[src/rtl/halton_stream_sched.sv]
// Halton stream scheduler: round-robin grants a requester, then streams src_q > bitrev(cnt) as stochastic bits.
// Latency: grant and first valid bit 1 cycle after req is seen in IDLE; done pulses 1 cycle after the last accepted bit.
// Backpressure: out_ready=0 freezes out_bit, cnt and burst count; optional HALTON_RESTART_EN restarts cnt at every grant.
module halton_stream_sched #(
  parameter int SEQWIDTH = 8,
  parameter int NREQ     = 4
) (
  input  logic                     clk,
  input  logic                     rst,
  input  logic [NREQ-1:0]          req,
  input  logic [NREQ*SEQWIDTH-1:0] src,
  input  logic [SEQWIDTH-1:0]      len,
  output logic [NREQ-1:0]          gnt,
  output logic                     out_bit,
  output logic                     out_valid,
  input  logic                     out_ready,
  output logic                     done
);

  localparam int PW = (NREQ > 1) ? $clog2(NREQ) : 1;

  typedef enum logic [1:0] {
    S_IDLE = 2'd0,
    S_RUN  = 2'd1,
    S_DONE = 2'd2
  } state_t;

  state_t                r_state;
  logic [PW-1:0]         r_ptr;
  logic [NREQ-1:0]       r_gnt;
  logic                  r_out_bit;
  logic                  r_out_valid;
  logic                  r_done;
  logic [SEQWIDTH-1:0]   r_cnt;
  logic [SEQWIDTH-1:0]   r_bcnt;
  logic [SEQWIDTH-1:0]   r_src_q;
  logic [SEQWIDTH-1:0]   r_len_q;

  logic                  w_any;
  logic [PW-1:0]         w_win;
  logic [NREQ-1:0]       w_win_oh;
  logic [SEQWIDTH-1:0]   w_win_src;
  logic [PW-1:0]         w_ptr_nxt;
  logic [SEQWIDTH-1:0]   w_cnt_start;
  logic [SEQWIDTH-1:0]   w_cnt_inc;
  logic [SEQWIDTH-1:0]   w_seq_start;
  logic [SEQWIDTH-1:0]   w_seq_inc;

  // Base-2 Halton value: the counter with its bit order mirrored.
  function automatic logic [SEQWIDTH-1:0] bitrev(input logic [SEQWIDTH-1:0] v);
    logic [SEQWIDTH-1:0] r;
    r = '0;
    for (int i = 0; i < SEQWIDTH; i++) begin
      r[i] = v[SEQWIDTH-1-i];
    end
    return r;
  endfunction

  // Requester index 'off' positions after the round-robin pointer, wrapped to NREQ.
  function automatic logic [PW-1:0] rr_idx(input logic [PW-1:0] p, input int off);
    int s;
    s = int'(p) + off;
    if (s >= NREQ) begin
      s = s - NREQ;
    end
    return PW'(s);
  endfunction

  // Round-robin winner search starting at the pointer, plus its one-hot and source value.
  always_comb begin
    w_any     = 1'b0;
    w_win     = '0;
    w_win_oh  = '0;
    w_win_src = '0;
    for (int i = 0; i < NREQ; i++) begin
      if (!w_any && req[rr_idx(r_ptr, i)]) begin
        w_any = 1'b1;
        w_win = rr_idx(r_ptr, i);
      end
    end
    for (int i = 0; i < NREQ; i++) begin
      if (PW'(i) == w_win) begin
        w_win_oh[i] = 1'b1;
        w_win_src   = src[i*SEQWIDTH +: SEQWIDTH];
      end
    end
  end

  // Pointer moves to the requester after the winner so the next search starts there.
  assign w_ptr_nxt = (w_win == PW'(NREQ - 1)) ? '0 : w_win + 1'b1;

`ifdef HALTON_RESTART_EN
  // Each burst begins at sequence value 0.
  assign w_cnt_start = '0;
`else
  // The sequence carries on from where the previous burst stopped.
  assign w_cnt_start = r_cnt;
`endif

  assign w_cnt_inc   = r_cnt + 1'b1;
  assign w_seq_start = bitrev(w_cnt_start);
  assign w_seq_inc   = bitrev(w_cnt_inc);

  // Scheduler FSM: grant in IDLE, stream bits in RUN, single-cycle done pulse in DONE.
  always_ff @(posedge clk or negedge rst) begin
    if (!rst) begin
      r_state     <= S_IDLE;
      r_ptr       <= '0;
      r_gnt       <= '0;
      r_out_bit   <= 1'b0;
      r_out_valid <= 1'b0;
      r_done      <= 1'b0;
      r_cnt       <= '0;
      r_bcnt      <= '0;
      r_src_q     <= '0;
      r_len_q     <= '0;
    end else begin
      case (r_state)
        S_IDLE: begin
          if (w_any) begin
            r_state     <= S_RUN;
            r_gnt       <= w_win_oh;
            r_ptr       <= w_ptr_nxt;
            r_src_q     <= w_win_src;
            r_len_q     <= len;
            r_bcnt      <= '0;
            r_cnt       <= w_cnt_start;
            r_out_valid <= 1'b1;
            // First bit is compared against the value the burst starts on.
            r_out_bit   <= (w_win_src > w_seq_start);
          end
        end
        S_RUN: begin
          // out_valid is always high here, so out_ready alone marks a handshake.
          if (out_ready) begin
            r_cnt <= w_cnt_inc;
            if (r_bcnt == r_len_q) begin
              r_state     <= S_DONE;
              r_done      <= 1'b1;
              r_gnt       <= '0;
              r_out_valid <= 1'b0;
              r_out_bit   <= 1'b0;
              r_bcnt      <= '0;
            end else begin
              r_bcnt    <= r_bcnt + 1'b1;
              r_out_bit <= (r_src_q > w_seq_inc);
            end
          end
        end
        S_DONE: begin
          r_done  <= 1'b0;
          r_state <= S_IDLE;
        end
        default: begin
          r_state <= S_IDLE;
        end
      endcase
    end
  end

  assign gnt       = r_gnt;
  assign out_bit   = r_out_bit;
  assign out_valid = r_out_valid;
  assign done      = r_done;

endmodule

[config.mk]
export PLATFORM = sky130hd
export DESIGN_NAME = halton_stream_sched
export DESIGN_NICKNAME = d
export VERILOG_FILES = /design/src/rtl/halton_stream_sched.sv
export SDC_FILE = /design/constraint.sdc
export NUM_CORES = 1
export LEC_CHECK = 0
export CORE_MARGIN = 2
export CORE_UTILIZATION = 47
export CTS_CLUSTER_SIZE = 12
export DETAILED_ROUTE_END_ITERATION = 12
export PLACE_DENSITY = 0.75
export SETUP_SLACK_MARGIN = 0.2
export SKIP_CTS_REPAIR_TIMING = 1
export SYNTH_ARGS = -nofsm -noshare
export SYNTH_HDL_FRONTEND = slang
export SYNTH_SLANG_ARGS = --single-unit
[constraint.sdc]
create_clock -name clk -period 3 [get_ports clk]
set_input_delay 0.6 -clock clk [delete_from_list [all_inputs] [get_ports clk]]
set_output_delay 0.6 -clock clk [all_outputs]
set_load 0.005 [all_outputs]
==> run_results.csv, run 1 <==
group,metric,value,unit
run_status,violations,"setup timing",
floorplanning,io_pins,54,
route,wl_per_cell,14.0,um
floorplanning,die_h,80.0,um
timing,max_slew_margin,0.305,
finish,syn2layout_area_growth,33.6,%
pwr,p_total,3.17,mW
yosys,synth_seq_area_share,0.396,
floorplanning,placementRows,27,
route,drc,0,
yosys,synth_ff_type,"dfrtp_1",
route,vias,2353,
yosys,syn-num-nets,373,
timing,setup_ws,-0.0714,ns
finish,diodes,0,
grt,grt.overflow.total,0,
route,dr.first_iter.drc_count,90,
yosys,syn_area_per_cell,8.94,um^2
clocking,cts_root_buffer,"clkbuf_8",
timing,slew_violations,0,
yosys,yosys_warnings,0,
hold_path,hold_class,"in2async",
setup_path,cp_max_fo,9,
placed_design,io_buffers,53,
timing,worst_slew_pin_slew,1.04,ns
timing,fmax,326,MHz
clocking,cts_made_buffers,5,
timing,period_needed,3.07,ns
clocking,htreeDepth,2,
yosys,synth_most_common_cell,"nand2_1",
yosys,ys_ff_latch,43,
flow_run,cap_violations,0,
yosys,yosysTopAreaCell,"dfrtp_1",
grt,grt_pass1_vias,2288,
route,postRouteAntennaNets,0,
run_status,outcome,"finished, violations left",
grt,grt.total_usage,0.206,
grt,grt_pass1_wl,10200,um
floorplanning,dieArea,6410,um^2
clocking,cts_tree,"yes",
floorplanning,core,5540,um^2
clocking,clkSinkCount,43,
placed_design,placed_cells,431,
yosys,synthTopCellsByArea,"dfrtp_1 40%, ha_1 10%, nand2_1 8.7%",
grt,grt_antenna_before_repair,0,
setup_path,worstPathArrival,3.23,ns
setup_path,critPathKind,"reg2reg",
timing,hold_violations,0,
floorplanning,start_util,0.491,
clocking,clock_latency,0.30,ns
timing,fin_crit_sh,1.02,
yosys,synth_common_cells,"63 x nand2_1, 43 x dfrtp_1, 23 x a21oi_1",
yosys,synthArstFlopShare,1.00,
finish,nNetsFinal,443,
route,vias_per_cell,5.26,
route,dr.pass1.iters,4,
yosys,syn_inst,304,
yosys,ys_types,45,
placed_design,place_hpwl,4650,um
timing,finalSetupViolCount,1,
pwr,p_per_area,873,nW/um^2
grt,grt_max_degree,44,
timing,holdWs,0.451,ns
clocking,clk_pin_slew,0.08,ns
finish,layout-drive-gt1-share,0.160,
setup_path,cp.required,3.15,ns
setup_path,crit_path_start_kind,"flop",
timing,rsz0062_at_grt,"true",
floorplanning,die_x,80.0,um
yosys,syn_area,2720,um^2
route,routed_wl,6260,um
yosys,synth_edf_count,0,
finish,instances_no_fill,447,
yosys,yosysTopAreaCellShare,0.396,
setup_path,end_kind,"flop",
pwr,leakage,1.66,nW
placed_design,place.gp.congestion,0.857,
clocking,clock_path_buffers,2,
timing,skew,0.00645,ns
pwr,vdd_drop_max,422,uV
==> area by class of cell <==
class | instances | area [um^2]
tap | 72 | 90.1
timing repair buffer | 74 | 717
clock inverter | 2 | 12.5
clock buffer | 6 | 72.6
inverter | 15 | 56.3
fill | 471 | 1910
sequential | 43 | 1080
multi-input combinational | 235 | 1610
==> power by group <==
part           leakage (nW)  switching, mW  total, mW  internal (mW)
clock network        0.0412          0.205      0.368          0.163
registers             0.523          0.237       1.07          0.830
logic                  1.10          0.834       1.73          0.899
total                  1.66           1.28       3.17           1.89
==> per-stage QoR <==
step	utilization	TNS (ns)	setup WS (ns)	area, um^2
after global routing	0.655	-0.236	-0.236	3630
after floorplan	-	0	0.0588	2750
final	0.655	-0.0714	-0.0714	3630
after global placement	0.612	-0.794	-0.665	3390
after detailed placement	0.612	-1.10	-0.743	3390
after CTS	0.628	-0.425	-0.425	3480
==> critical path: stages (launching register included) <==
cell and delay (ns):
dfrtp_1 0.41, inv_1 0.12, o21ai_0 0.10, a221o_1 0.38
nor2_4 0.18, inv_2 0.08, ha_4 0.20, nand3b_1 0.10
a21oi_1 0.07, a21oi_1 0.11, o21ai_1 0.10, ha_1 0.30
nor2b_1 0.14, o211ai_1 0.15, a21oi_1 0.08, o31ai_1 0.28
a31oi_1 0.12
==> worst paths after layout <==
path                            start    endpoint  slack, ns  cells after the start
setup / recovery             r_ptr[0]     out_bit      -0.07                     16
hold / removal                    rst    r_cnt[3]       0.45                      1
setup reg to reg             r_ptr[0]     out_bit      -0.07                     16
hold reg to reg            r_len_q[2]  r_len_q[2]       0.50                      2
max in group asynchronous         rst    r_ptr[1]       1.89                      1
min in group clk           r_len_q[2]  r_len_q[2]       0.50                      2
==> cells by family (layout without fill, tap and decap cells) <==
kind of cell	count (synthesis)	in the layout	synth area share
xor+xnor	26	26	0.0838
fa+ha+maj	22	22	0.101
compound gates	59	59	0.129
simple gates	120	120	0.213
buf+inv	26	97	0.0447
mux	8	8	0.0327
flops	43	43	0.396
==> flip-flops by register name, summed over array words and instances, names as in the netlist, 2 cells and up <==
signal and flops:
gnt 4, r_bcnt 8, r_cnt 8, r_len_q 8
r_ptr 2, r_src_q 8, r_state 2
==> routing by layer <==
layer | GRT usage | routed length (um) | vias up
li1 | - | - | 1172
met1 | 0.254 | 2770 | 1130
met2 | 0.358 | 3200 | 42
met3 | 0.0339 | 186 | 9
met4 | 0.0763 | 112 | 0
met5 | 0 | 0 | -
==> cell usage in the layout (no fill, tap or decap), types with 7 or more instances in the layout <==
master and n:
inv_1 13, dfrtp_1 42, buf_4 17, o21ai_1 8
nand3b_1 8, nor2_1 12, nand2_1 63, ha_1 19
a21oi_1 16, xnor2_1 14, mux2_2 7, xor2_1 12
a21oi_2 9, o21ai_0 10, clkdlybuf4s50_1 48
No activity file was read; power rests on OpenSTA's default activity.
==> inputs of run 2 (changes only) <==
Settings changed: CELL_PAD_IN_SITES_DETAIL_PLACEMENT set to 0, CELL_PAD_IN_SITES_GLOBAL_PLACEMENT set to 1, CORE_UTILIZATION 47 to 39, PLACE_DENSITY 0.75 to 0.78, TNS_END_PERCENT set to 10.
Clock period 3 ns to 2.96 ns, I/O delays scaled along.
==> run_results.csv, run 2 (synthesis gave the netlist of run 1 again) <==
group,metric,value,unit
route,vias_per_cell,5.09,
timing,hold_violations,0,
pwr,p_per_area,906,nW/um^2
grt,grt_max_degree,44,
finish,final_cell_mix,"63 x nand2_1, 48 x clkdlybuf4s50_1, 42 x dfrtp_1",
grt,grt_pass1_wl,10700,um
floorplanning,core,6760,um^2
route,wl_per_cell,14.1,um
hold_path,hold_class,"in2async",
pwr,vdd_drop_max,462,uV
setup_path,r2r_cells,15,
route,drc,0,
grt,grt.total_usage,0.179,
timing,rsz0062_at_grt,"true",
route,routed_wl,6480,um
finish,final_util,0.547,
run_status,outcome,"finished, violations left",
timing,period_needed,3.00,ns
timing,worst_slew_pin_slew,1.07,ns
finish,diodes,0,
timing,max_slew_margin,0.286,
route,dr.first_iter.drc_count,81,
clocking,htreeDepth,2,
route,vias,2336,
pwr,seqPwrFrac,0.320,
placed_design,io_buffers,53,
setup_path,r2r_start,"r_ptr[1]",
setup_path,cp_max_fo,8,
finish,multi_input_area,1600,um^2
setup_path,critPathKind,"in2reg",
clocking,clkSinkCount,43,
floorplanning,die_x,87.5,um
setup_path,critPathMaxStageDelay,0.35,ns
pwr,switching_share,0.391,
clocking,clock_path_buffers,2,
floorplanning,io_pins,54,
setup_path,rr_endpoint,"out_bit",
timing,slew_violations,0,
setup_path,reg2reg_slack,-0.03,ns
flow_run,cap_violations,0,
setup_path,critical_path.startpoint,"req[0]",
route,dr.pass1.iters,4,
pwr,power_frac_comb,0.538,
timing,fin_crit_sh,1.01,
clocking,clock_latency,0.31,ns
pwr,leakage,1.69,nW
setup_path,worstSetupEndpoint,"out_bit",
timing,fmax,334,MHz
placed_design,place.gp.congestion,0.857,
clocking,cts_root_buffer,"clkbuf_8",
clocking,cts_tree,"yes",
clocking,cts_made_buffers,5,
placed_design,place_hpwl,4920,um
setup_path,worst_path_most_repeated_cell,"a21oi_1",
finish,nFillCells,640,
finish,nNetsFinal,447,
finish,layout-drive-gt1-share,0.166,
finish,final_common_cell,"nand2_1",
floorplanning,start_util,0.402,
timing,setup_ws,-0.0368,ns
setup_path,cp.required,3.12,ns
run_status,violations,"setup timing",
grt,grt_antenna_before_repair,0,
setup_path,end_kind,"flop",
route,postRouteAntennaNets,0,
pwr,clockPowerShare,0.143,
timing,skew,0.00751,ns
timing,holdWs,0.432,ns
finish,syn2layout_area_growth,36.0,%
setup_path,crit_path_start_kind,"input port",
grt,grt_pass1_vias,2326,
pwr,p_int,2.04,mW
pwr,p_sw,1.31,mW
floorplanning,dieArea,7650,um^2
floorplanning,placementRows,30,
setup_path,cp.depth,16,
setup_path,worstPathArrival,3.15,ns
finish,seq_area,1080,um^2
setup_path,path_buf_inv,3,
placed_design,placed_cells,441,
setup_path,path_delay_family,"compound AO/OA/AOI/OAI gates",
floorplanning,die_h,87.5,um
setup_path,crit_slowest_cell,"nor4_4",
clocking,clk_pin_slew,0.08,ns
timing,finalSetupViolCount,1,
finish,instances_no_fill,459,
setup_path,path_cells,"dlymetal6s2s_1 > buf_4 > nor4_4 > nor2_4 > ha_4 > buf_12 > nand3b_1 > a21oi_1 > a21oi_1 > o21ai_1 > ha_1 > nor2b_1 > o211ai_1 > a21oi_1 > o31ai_1 > a31oi_1",
grt,grt.overflow.total,0,
[run 2: cell count changes in the layout (fill, tap and decap cells not counted), moves of 2 or more]
cell	delta
o21ai_2	+2
buf_4	+4
o21ai_1	-2
a21oi_2	-6
buf_6	-3
a21oi_1	+6
[run 2: cell type report]
type / count / share of cell area
multi-input combinational: 235 / 0.433
sequential: 43 / 0.292
timing repair buffer: 78 / 0.202
tap: 80 / 0.0271
clock buffer: 5 / 0.0186
inverter: 15 / 0.0152
clock inverter: 3 / 0.0125
[run 2: power by group through the flow]
stage,registers (mW),logic [mW],clock network (mW)
6_report,1.07,1.80,0.478
2_1_floorplan,1.02,1.12,0
3_3_place_gp,1.08,1.56,0
4_1_cts,1.07,1.61,0.486
5_1_grt,1.11,2.04,0.517
3_5_place_dp,1.09,1.60,0
[run 2: metrics by stage]
stage / area (um^2) / total power, mW / setup TNS, ns / setup slack, ns
6_report: 3690 / 3.35 / -0.0368 / -0.0368
5_1_grt: 3690 / 3.67 / -0.276 / -0.276
4_1_cts: 3530 / 3.17 / -0.551 / -0.551
3_5_place_dp: 3420 / 2.69 / -1.58 / -0.852
3_3_place_gp: 3420 / 2.64 / -1.18 / -0.771
2_1_floorplan: 2750 / 2.15 / 0 / 0.0268
[run 2: worst register-to-register path, stage by stage (launching register included)]
cell and delay (ns):
dfrtp_2 0.46, mux2i_1 0.13, a221o_1 0.40, nor2_4 0.17, ha_4 0.16, buf_12 0.11
nand2_1 0.04, a21oi_1 0.15, a21oi_1 0.05, o21ai_1 0.19, ha_1 0.27, nor2b_1 0.13
o211ai_1 0.16, a21oi_1 0.09, o31ai_1 0.24, a31oi_1 0.10
[run 2: per-layer routing]
layer | global-route usage | vias up | part of all wire | wire length (um)
met5 | 0 | - | 0 | 0
met4 | 0.0573 | 0 | 0.017 | 108
met3 | 0.0303 | 10 | 0.031 | 203
met2 | 0.309 | 34 | 0.50 | 3230
met1 | 0.227 | 1108 | 0.45 | 2940
li1 | - | 1184 | - | -
[run 2: how the worst min path moves through the flow]
stage,slack [ns],endpoint,cells after the start,start
floorplan,0.30,done,0,rst
global placement,0.47,r_src_q[0],2,r_src_q[0]
detailed placement,0.47,done,1,done
CTS,0.48,r_cnt[7],1,rst
global route,0.52,r_src_q[0],1,rst
finish,0.43,r_src_q[1],1,rst
